==> config.mk <==
export PLATFORM = sky130hd
export DESIGN_NAME = i_fetch
export DESIGN_NICKNAME = d
export VERILOG_FILES = /design/src/rtl/i_fetch.sv
export SDC_FILE = /design/constraint.sdc
export NUM_CORES = 1
export LEC_CHECK = 0
export CAP_MARGIN = 20
export CORE_ASPECT_RATIO = 0.7
export CORE_MARGIN = 3
export CORE_UTILIZATION = 34
export CTS_CLUSTER_DIAMETER = 200
export CTS_CLUSTER_SIZE = 12
export DETAILED_ROUTE_END_ITERATION = 7
export PLACE_DENSITY = 0.67
export SYNTH_ARGS = -nofsm -noshare
export SYNTH_HDL_FRONTEND = slang
export SYNTH_SLANG_ARGS = --single-unit
==> constraint.sdc <==
create_clock -name clk -period 4.7 [get_ports clk]
set_input_delay 0.47 -clock clk [delete_from_list [all_inputs] [get_ports clk]]
set_output_delay 0.47 -clock clk [all_outputs]
set_load 0.1 [all_outputs]
==> src/rtl/i_fetch.sv <==
// RV32I instruction-fetch stage: owns the PC, keeps one instruction-cache read
// in flight, and fills the IF/ID buffer while absorbing stalls and EX redirects.
package i_fetch_pkg;

    typedef struct packed {
        logic [31:0] word;
    } ir_t;

    typedef struct packed {
        logic        rvfi_valid;
        logic [63:0] rvfi_order;
        logic [31:0] rvfi_insn;
        logic [4:0]  rvfi_rs1_addr;
        logic [4:0]  rvfi_rs2_addr;
        logic [31:0] rvfi_rs1_rdata;
        logic [31:0] rvfi_rs2_rdata;
        logic [4:0]  rvfi_rd_addr;
        logic [31:0] rvfi_rd_wdata;
        logic [31:0] rvfi_pc_rdata;
        logic [31:0] rvfi_pc_wdata;
        logic [31:0] rvfi_mem_addr;
        logic [3:0]  rvfi_mem_rmask;
        logic [3:0]  rvfi_mem_wmask;
        logic [31:0] rvfi_mem_rdata;
        logic [31:0] rvfi_mem_wdata;
    } rvfi_t;

    typedef struct packed {
        logic [31:0] pc;
        ir_t         ir;
        rvfi_t       rvfi_d;
    } IF_ID_stage_t;

endpackage

module i_fetch
    import i_fetch_pkg::*;
#(
    parameter logic [31:0] RESET_PC = 32'h4000_0000
) (
    input  logic         clk,
    input  logic         rst,
    input  logic         stall_i,
    input  logic         redirect_i,
    input  logic [31:0]  redirect_pc_i,
    output logic         imem_read,
    output logic [31:0]  imem_address,
    input  logic [31:0]  imem_rdata,
    input  logic         imem_resp,
    output IF_ID_stage_t if_out,
    output logic         if_valid
);

    localparam logic [31:0] NOP_WORD = 32'h0000_0013;

    typedef enum logic [1:0] {
        FETCH   = 2'd0,
        HOLD    = 2'd1,
        DISCARD = 2'd2
    } state_e;

    state_e      state_q, state_d;
    logic [31:0] pc_q, pc_d;
    logic [31:0] out_pc_q, out_pc_d;
    logic [31:0] out_npc_q, out_npc_d;
    logic [31:0] out_ir_q, out_ir_d;
    logic        valid_q, valid_d;
    logic [31:0] hold_pc_q, hold_pc_d;
    logic [31:0] hold_ir_q, hold_ir_d;
    logic [31:0] disc_addr_q, disc_addr_d;
    logic        slot_free_s;
    logic        consume_s;

    // State registers with synchronous reset.
    always_ff @(posedge clk) begin
        if (rst) begin
            state_q     <= FETCH;
            pc_q        <= RESET_PC;
            out_pc_q    <= 32'h0000_0000;
            out_npc_q   <= 32'h0000_0000;
            out_ir_q    <= NOP_WORD;
            valid_q     <= 1'b0;
            hold_pc_q   <= 32'h0000_0000;
            hold_ir_q   <= 32'h0000_0000;
            disc_addr_q <= 32'h0000_0000;
        end else begin
            state_q     <= state_d;
            pc_q        <= pc_d;
            out_pc_q    <= out_pc_d;
            out_npc_q   <= out_npc_d;
            out_ir_q    <= out_ir_d;
            valid_q     <= valid_d;
            hold_pc_q   <= hold_pc_d;
            hold_ir_q   <= hold_ir_d;
            disc_addr_q <= disc_addr_d;
        end
    end

    // Next-state logic: redirect outranks stall and response in every state.
    always_comb begin
        state_d     = state_q;
        pc_d        = pc_q;
        out_pc_d    = out_pc_q;
        out_npc_d   = out_npc_q;
        out_ir_d    = out_ir_q;
        valid_d     = valid_q;
        hold_pc_d   = hold_pc_q;
        hold_ir_d   = hold_ir_q;
        disc_addr_d = disc_addr_q;
        slot_free_s = !valid_q || !stall_i;
        consume_s   = valid_q && !stall_i;

        case (state_q)
            FETCH: begin
                if (redirect_i) begin
                    pc_d    = redirect_pc_i;
                    valid_d = 1'b0;
                    if (imem_resp) begin
                        state_d = FETCH;
                    end else begin
                        // The cache request cannot be withdrawn; remember its address.
                        state_d     = DISCARD;
                        disc_addr_d = pc_q;
                    end
                end else if (imem_resp) begin
                    pc_d = pc_q + 32'd4;
                    if (slot_free_s) begin
                        out_pc_d  = pc_q;
                        out_npc_d = pc_q + 32'd4;
                        out_ir_d  = imem_rdata;
                        valid_d   = 1'b1;
                        state_d   = FETCH;
                    end else begin
                        hold_pc_d = pc_q;
                        hold_ir_d = imem_rdata;
                        state_d   = HOLD;
                    end
                end else if (consume_s) begin
                    valid_d = 1'b0;
                end else begin
                    valid_d = valid_q;
                end
            end
            HOLD: begin
                if (redirect_i) begin
                    pc_d    = redirect_pc_i;
                    valid_d = 1'b0;
                    state_d = FETCH;
                end else if (slot_free_s) begin
                    out_pc_d  = hold_pc_q;
                    out_npc_d = hold_pc_q + 32'd4;
                    out_ir_d  = hold_ir_q;
                    valid_d   = 1'b1;
                    state_d   = FETCH;
                end else begin
                    state_d = HOLD;
                end
            end
            DISCARD: begin
                valid_d = 1'b0;
                if (redirect_i) begin
                    pc_d    = redirect_pc_i;
                    state_d = DISCARD;
                end else if (imem_resp) begin
                    state_d = FETCH;
                end else begin
                    state_d = DISCARD;
                end
            end
            default: begin
                state_d = FETCH;
                valid_d = 1'b0;
            end
        endcase
    end

    // Output decode: cache request and IF/ID buffer contents come straight from state.
    always_comb begin
        imem_read    = !rst && (state_q != HOLD);
        imem_address = 32'h0000_0000;
        if (state_q == DISCARD) begin
            imem_address = {disc_addr_q[31:2], 2'b00};
        end else begin
            imem_address = {pc_q[31:2], 2'b00};
        end
        if_out                      = '0;
        if_out.pc                   = out_pc_q;
        if_out.ir.word              = valid_q ? out_ir_q : NOP_WORD;
        if_out.rvfi_d.rvfi_pc_rdata = out_pc_q;
        if_out.rvfi_d.rvfi_pc_wdata = out_npc_q;
        if_valid                    = valid_q;
    end

endmodule

==> impl_metrics.json, run 1 <==
{
  "crit_buf_inv": 2,
  "fin_nets": 1927,
  "die_area_mm2": 0.0435,
  "tritoncts": "yes",
  "clkSlewWorstSetupHoldPaths_ns": 0.07,
  "dieWidth_um": 248,
  "status": "complete, no violations",
  "maxSlewViolCount": 0,
  "die_h_um": 175,
  "synthTopCellsByCount": "358 x buf_4, 259 x nand2_1, 223 x dfxtp_1, 136 x a21oi_1, 107 x clkbuf_1",
  "grt_pass1_wl_um": 61300,
  "postRouteAntennaNets": 0,
  "powerDensity_mw_per_mm2": 382,
  "port_buffers": 228,
  "p_int_mw": 3.15,
  "placed_area_mm2": 0.0150,
  "drc": 0,
  "grtUsageTotal_pct": 17.8,
  "max-cap-violations": 0,
  "cp-endpoint": "imem_read",
  "hold_slack_ns": 0.354,
  "yosys.cell_types.count": 69,
  "synth_edf_count": 0,
  "wirelength_um": 41600,
  "yosysMostFrequentCell": "buf_4",
  "root_buffer": "clkbuf_16",
  "cpPeakStageDelay_ns": 1.25,
  "ys_seq_elements": 223,
  "fin_crit_sh_pct": 71.7,
  "rsz0062_at_grt": "false",
  "pwr-share-comb_pct": 37.9,
  "final_util_pct": 38.9,
  "post_cts_hold_buffer_count": 0,
  "reg2reg_from": "pc_q[2]",
  "power.total_mw": 5.95,
  "avgSynthCellArea_um2": 7.92,
  "clockBufferDepth": 3,
  "slowest_stage": "clkdlybuf4s50_1",
  "placementRows": 61,
  "boundaryPins": 543,
  "critPathMaxFanout": 32,
  "postLayoutCellArea_mm2": 0.0156,
  "fin_worst_skew_ns": 0.0164,
  "hold_class": "in -> reg",
  "hold_viol_final": 0,
  "max_freq_ghz": 0.297,
  "post-cts-setup-buffers": 0,
  "drive_gt1_share_pct": 7.02,
  "drt-pass1-iter-count": 5,
  "synthCells": 1758,
  "drtIter0Drc": 1027,
  "crit_family": "buffers and inverters",
  "place_hpwl_um": 30500,
  "ys_seq_area_share_pct": 32.0,
  "r2r_slack_ns": 1.77,
  "setup_tns_ns": 0,
  "cts-htree-levels": 1,
  "irDropWorstVdd_uv": 208,
  "crit_chain": "inv_1 -> ha_4 -> nor2_1 -> clkdlybuf4s50_1",
  "grt-ovfl-total": 0,
  "worstPathRequired_ns": 4.23,
  "via_count": 11500,
  "synth_area_mm2": 0.0139,
  "clkPwrFrac_pct": 26.9,
  "yosys_warnings": 0,
  "ff2ff_path_depth": 6,
  "ys.flop_type": "dfxtp_1",
  "first_global_vias": 10300,
  "total_leakage_power_nw": 5.62,
  "nFillCells": 4082,
  "post-route-min-period_ns": 3.37,
  "startpoint_type": "flop",
  "startpoint": "state_q[1]",
  "crit_cells": 4,
  "switchingPower_mw": 2.80,
  "yosysTopAreaCellShare_pct": 32.0,
  "max_slew.worst_pin.slew_ns": 1.17,
  "antenna_found_initial": 1,
  "rr_endpoint": "pc_q[30]",
  "gp_congestion": 0.910,
  "critPathKind": "reg -> out",
  "synth_top_area_cell": "dfxtp_1",
  "arrival_ns": 2.90,
  "ctsResizeCount": 0,
  "cts.sinks": 223,
  "area_growth_pct": 11.9,
  "coreArea_mm2": 0.0401,
  "async_flop_share_pct": 0,
  "viasPerCell": 4.80,
  "setup_viol": 0,
  "power.share.sequential_pct": 35.2,
  "start_util_pct": 34.8,
  "synth_area_leaders": "dfxtp_1 32%, buf_4 19%, nand2_1 7.0%",
  "sw_frac_of_total_pct": 47.1,
  "numCtsBuffers": 22,
  "grt_max_degree": 133,
  "relSlewSlack_pct": 21.5,
  "wl_per_cell_um": 17.4,
  "clkLatencyLatePin_ns": 0.52,
  "worstSetupEndpointType": "primary output"
}
==> flip-flops by register name, summed over array words and instances, names as in the netlist <==
register / count
state_q: 2
out_pc_q: 32
out_ir_q: 32
hold_pc_q: 32
disc_addr_q: 30
hold_ir_q: 32
out_npc_q: 30
pc_q: 32
if_valid: 1
==> power by group through the flow <==
stage	combinational (mW)	clock, mW	sequential (mW)
after CTS	2.24	1.67	2.10
after global placement	2.23	0	2.14
final	2.25	1.60	2.09
after global routing	2.33	1.74	2.11
after floorplan	2.03	0	2.26
after detailed placement	2.24	0	2.14
==> cell usage in the layout, fill, tap and decap left out, types with 10 or more instances in the layout <==
| master | synthesis | routed |
|---|---|---|
| conb_1 | 1 | 314 |
| clkbuf_16 | 0 | 23 |
| and2_1 | 36 | 36 |
| buf_4 | 358 | 45 |
| o21ai_0 | 38 | 38 |
| nand2_1 | 259 | 259 |
| inv_1 | 17 | 17 |
| nand3_1 | 22 | 22 |
| nor2_1 | 106 | 106 |
| nand4_1 | 20 | 20 |
| a211oi_1 | 61 | 61 |
| o21ai_1 | 10 | 10 |
| nor4_1 | 10 | 10 |
| xor2_1 | 11 | 11 |
| a31oi_1 | 11 | 11 |
| dfxtp_1 | 223 | 223 |
| clkdlybuf4s50_1 | 0 | 197 |
| mux2i_1 | 69 | 69 |
| a21oi_1 | 136 | 135 |
| mux2_2 | 27 | 27 |
| nand3b_1 | 11 | 11 |
| nor3_1 | 35 | 35 |
| xnor2_1 | 23 | 23 |
==> worst min-delay path by stage <==
stage	start	endpoint	cells after the start
floorplan	out_ir_q[0]	out_ir_q[0]	1
global placement	disc_addr_q[13]	disc_addr_q[13]	2
detailed placement	disc_addr_q[19]	disc_addr_q[19]	2
CTS	rst	pc_q[15]	2
global route	rst	disc_addr_q[16]	2
finish	rst	out_npc_q[27]	2
==> through the flow <==
stage               setup slack, ns  instances
global placement               1.55       2361
finish                         1.33       2388
detailed placement             1.51       2362
global route                   1.23       2388
CTS                            1.18       2386
floorplan                      1.11       2071
==> cell type report <==
class / instances / area [um2] / share of cell area [%]
multi-input cells: 1342 / 7400 / 47.5
inverters: 17 / 63.8 / 0.410
repair buffers: 246 / 2400 / 15.4
flip-flops and latches: 223 / 4460 / 28.6
well taps: 535 / 669 / 4.30
diodes: 1 / 2.50 / 0.0161
clock inverters: 1 / 7.51 / 0.0482
clock buffers: 23 / 576 / 3.69
==> routing by layer <==
metal | share of wire, % | GRT usage, % | vias up
li1 | - | - | 5493
met1 | 44 | 25.4 | 5559
met2 | 47 | 28.0 | 383
met3 | 7.3 | 3.74 | 37
met4 | 1.1 | 2.94 | 0
met5 | 0 | 0 | -
==> kinds of logic after synthesis <==
family / synth area share [%]
buf+inv: 23.5
other cells: 0.0269
compound gates: 15.1
simple gates: 19.5
fa+ha+maj: 0.539
xor+xnor: 2.14
flops: 32.0
mux: 7.14
No activity file was read; power rests on OpenSTA's default activity.
==> inputs of run 2 (changes only) <==
--- a/config.mk
+++ b/config.mk
@@ -12,7 +12,7 @@
 export CTS_CLUSTER_DIAMETER = 200
 export CTS_CLUSTER_SIZE = 12
 export DETAILED_ROUTE_END_ITERATION = 7
-export PLACE_DENSITY = 0.67
+export PLACE_DENSITY = 0.69
 export SYNTH_ARGS = -nofsm -noshare
 export SYNTH_HDL_FRONTEND = slang
 export SYNTH_SLANG_ARGS = --single-unit
==> constraint.sdc (replaced) <==
create_clock -name clk -period 2.98 [get_ports clk]
set_input_delay 0.298 -clock clk [delete_from_list [all_inputs] [get_ports clk]]
set_output_delay 0.298 -clock clk [all_outputs]
set_load 0.1 [all_outputs]
==> run 2 against run 1 <==
Compared with the run above:
- count of clock-buffer cells in the layout stayed put
- non-clock buffer count is 23 higher
- clock skew is 0.0025 ns lower
- register-to-register slack got worse by 1.4 ns
- die area is the same
- setup slack lost 0.91 ns
- clock power increased by 57%
- routed wire length grew 0.19%
- critical path depth up 1
- hold slack lost 0.13 ns
- critical endpoint is now pc_q[30]
- largest cell class unchanged
==> impl_metrics.json, run 2 (synthesis gave the netlist of run 1 again) <==
{
  "layout_commonest_cell": "conb_1",
  "hold_viol_final": 0,
  "wl_per_cell_um": 17.3,
  "wirelength_um": 41600,
  "cp-endpoint": "pc_q[30]",
  "root_buffer": "clkbuf_16",
  "ff2ff_path_depth": 5,
  "setup_viol": 0,
  "startpoint": "pc_q[9]",
  "nFillCells": 4068,
  "grtUsageTotal_pct": 17.7,
  "boundaryPins": 543,
  "final_cells": 2410,
  "pwr-share-comb_pct": 39.0,
  "p_int_mw": 5.04,
  "clkSlewWorstSetupHoldPaths_ns": 0.06,
  "place_hpwl_um": 30800,
  "placementRows": 61,
  "antenna_found_initial": 0,
  "multi_input_area_mm2": 0.00740,
  "critPathMaxFanout": 11,
  "cts-htree-levels": 1,
  "port_buffers": 228,
  "max_freq_ghz": 0.390,
  "fin_nets": 1950,
  "grt-ovfl-total": 0,
  "numCtsBuffers": 22,
  "maxSlewViolCount": 0,
  "powerDensity_mw_per_mm2": 598,
  "post-route-min-period_ns": 2.56,
  "register_area_mm2": 0.00446,
  "final_util_pct": 39.6,
  "irDropWorstVdd_uv": 338,
  "drt-pass1-iter-count": 5,
  "start_util_pct": 34.8,
  "clockBufferDepth": 3,
  "hold_class": "in -> reg",
  "reg2reg_from": "pc_q[9]",
  "post-cts-setup-buffers": 0,
  "viasPerCell": 4.80,
  "worstSetupEndpointType": "flop",
  "ctsResizeCount": 0,
  "gp_congestion": 0.877,
  "max_slew.worst_pin.slew_ns": 0.792,
  "place_ws_ns": 0.486,
  "clkLatencyLatePin_ns": 0.52,
  "fin_worst_skew_ns": 0.0140,
  "grt_pass1_wl_um": 61300,
  "relSlewSlack_pct": 47.2,
  "coreArea_mm2": 0.0401,
  "fin_crit_sh_pct": 86.0,
  "drive_gt1_share_pct": 15.1,
  "postRouteAntennaNets": 0,
  "rsz0062_at_grt": "false",
  "layout_common_cells": "314 x conb_1, 259 x nand2_1, 223 x dfxtp_1",
  "cts.sinks": 223,
  "post_cts_hold_buffer_count": 0,
  "via_count": 11600,
  "area_growth_pct": 13.8,
  "drc": 0,
  "startpoint_type": "flop",
  "switchingPower_mw": 4.44,
  "critPathKind": "reg -> reg",
  "grt_max_degree": 105,
  "first_global_vias": 10400,
  "arrival_ns": 2.96,
  "die_area_mm2": 0.0435,
  "dieWidth_um": 248,
  "die_h_um": 175,
  "power.share.sequential_pct": 34.5,
  "tritoncts": "yes",
  "dp.cells": 2386,
  "status": "complete, no violations",
  "timing.final.ws_setup_ns": 0.418,
  "drtIter0Drc": 1121,
  "r2r_slack_ns": 0.42,
  "clkPwrFrac_pct": 26.5,
  "max-cap-violations": 0,
  "rr_endpoint": "pc_q[30]",
  "hp-start": "rst",
  "diodes": 0,
  "worstPathRequired_ns": 3.38,
  "total_leakage_power_nw": 6.09,
  "sw_frac_of_total_pct": 46.8,
  "hold_slack_ns": 0.226
}
## run 2: changes by cell type in the layout (fill, tap and decap cells not counted), sizes merged
cell           before  now
buf                49  202
clkdlybuf4s50     197   67
diode               1    0
## run 2: through the flow
| step | instance area [um2] | power, mW | setup TNS, ns |
|---|---|---|---|
| detailed placement | 15300 | 7.02 | 0 |
| global placement | 15300 | 6.99 | 0 |
| global route | 15900 | 9.80 | 0 |
| CTS | 15900 | 9.56 | 0 |
| floorplan | 15100 | 6.76 | -2.17 |
| finish | 15900 | 9.48 | 0 |
## run 2: worst min path at each step
stage | slack (ns) | cells past startpoint | end
floorplan | 0.43 | 1 | out_ir_q[0]
global placement | 0.44 | 2 | disc_addr_q[8]
detailed placement | 0.44 | 2 | disc_addr_q[18]
CTS | 0.20 | 2 | pc_q[12]
global route | 0.24 | 2 | out_npc_q[17]
finish | 0.23 | 2 | state_q[1]
## run 2: layer usage
metal	vias up	track usage [%]	routed length, um
met4	0	2.14	377
met3	29	3.39	3070
met2	417	28.0	19600
met5	-	0	0
met1	5584	25.7	18600
li1	5536	-	-
## run 2: layout make-up
| type | instances | share of cell area, % |
|---|---|---|
| multi-input combinational | 1342 | 46.7 |
| tap | 535 | 4.22 |
| clock inverter | 1 | 0.0474 |
| inverter | 17 | 0.403 |
| timing repair buffer | 269 | 16.8 |
| clock buffer | 23 | 3.63 |
| sequential | 223 | 28.2 |
## run 2: worst max-delay path: stages, from the launching register on
cell and delay, ns:
dfxtp_1 0.61, nand3_1 0.43, or4_1 0.67, nor3_1 0.45, nand3b_1 0.18, nand4b_1 0.10
## run 2: power by group through the flow
stage          sequential (mW)  clock (mW)  combinational, mW
6_report                  3.27        2.51               3.70
5_1_grt                   3.28        2.70               3.82
4_1_cts                   3.27        2.60               3.69
3_5_place_dp              3.33           0               3.68
3_3_place_gp              3.33           0               3.67
2_1_floorplan             3.56           0               3.20
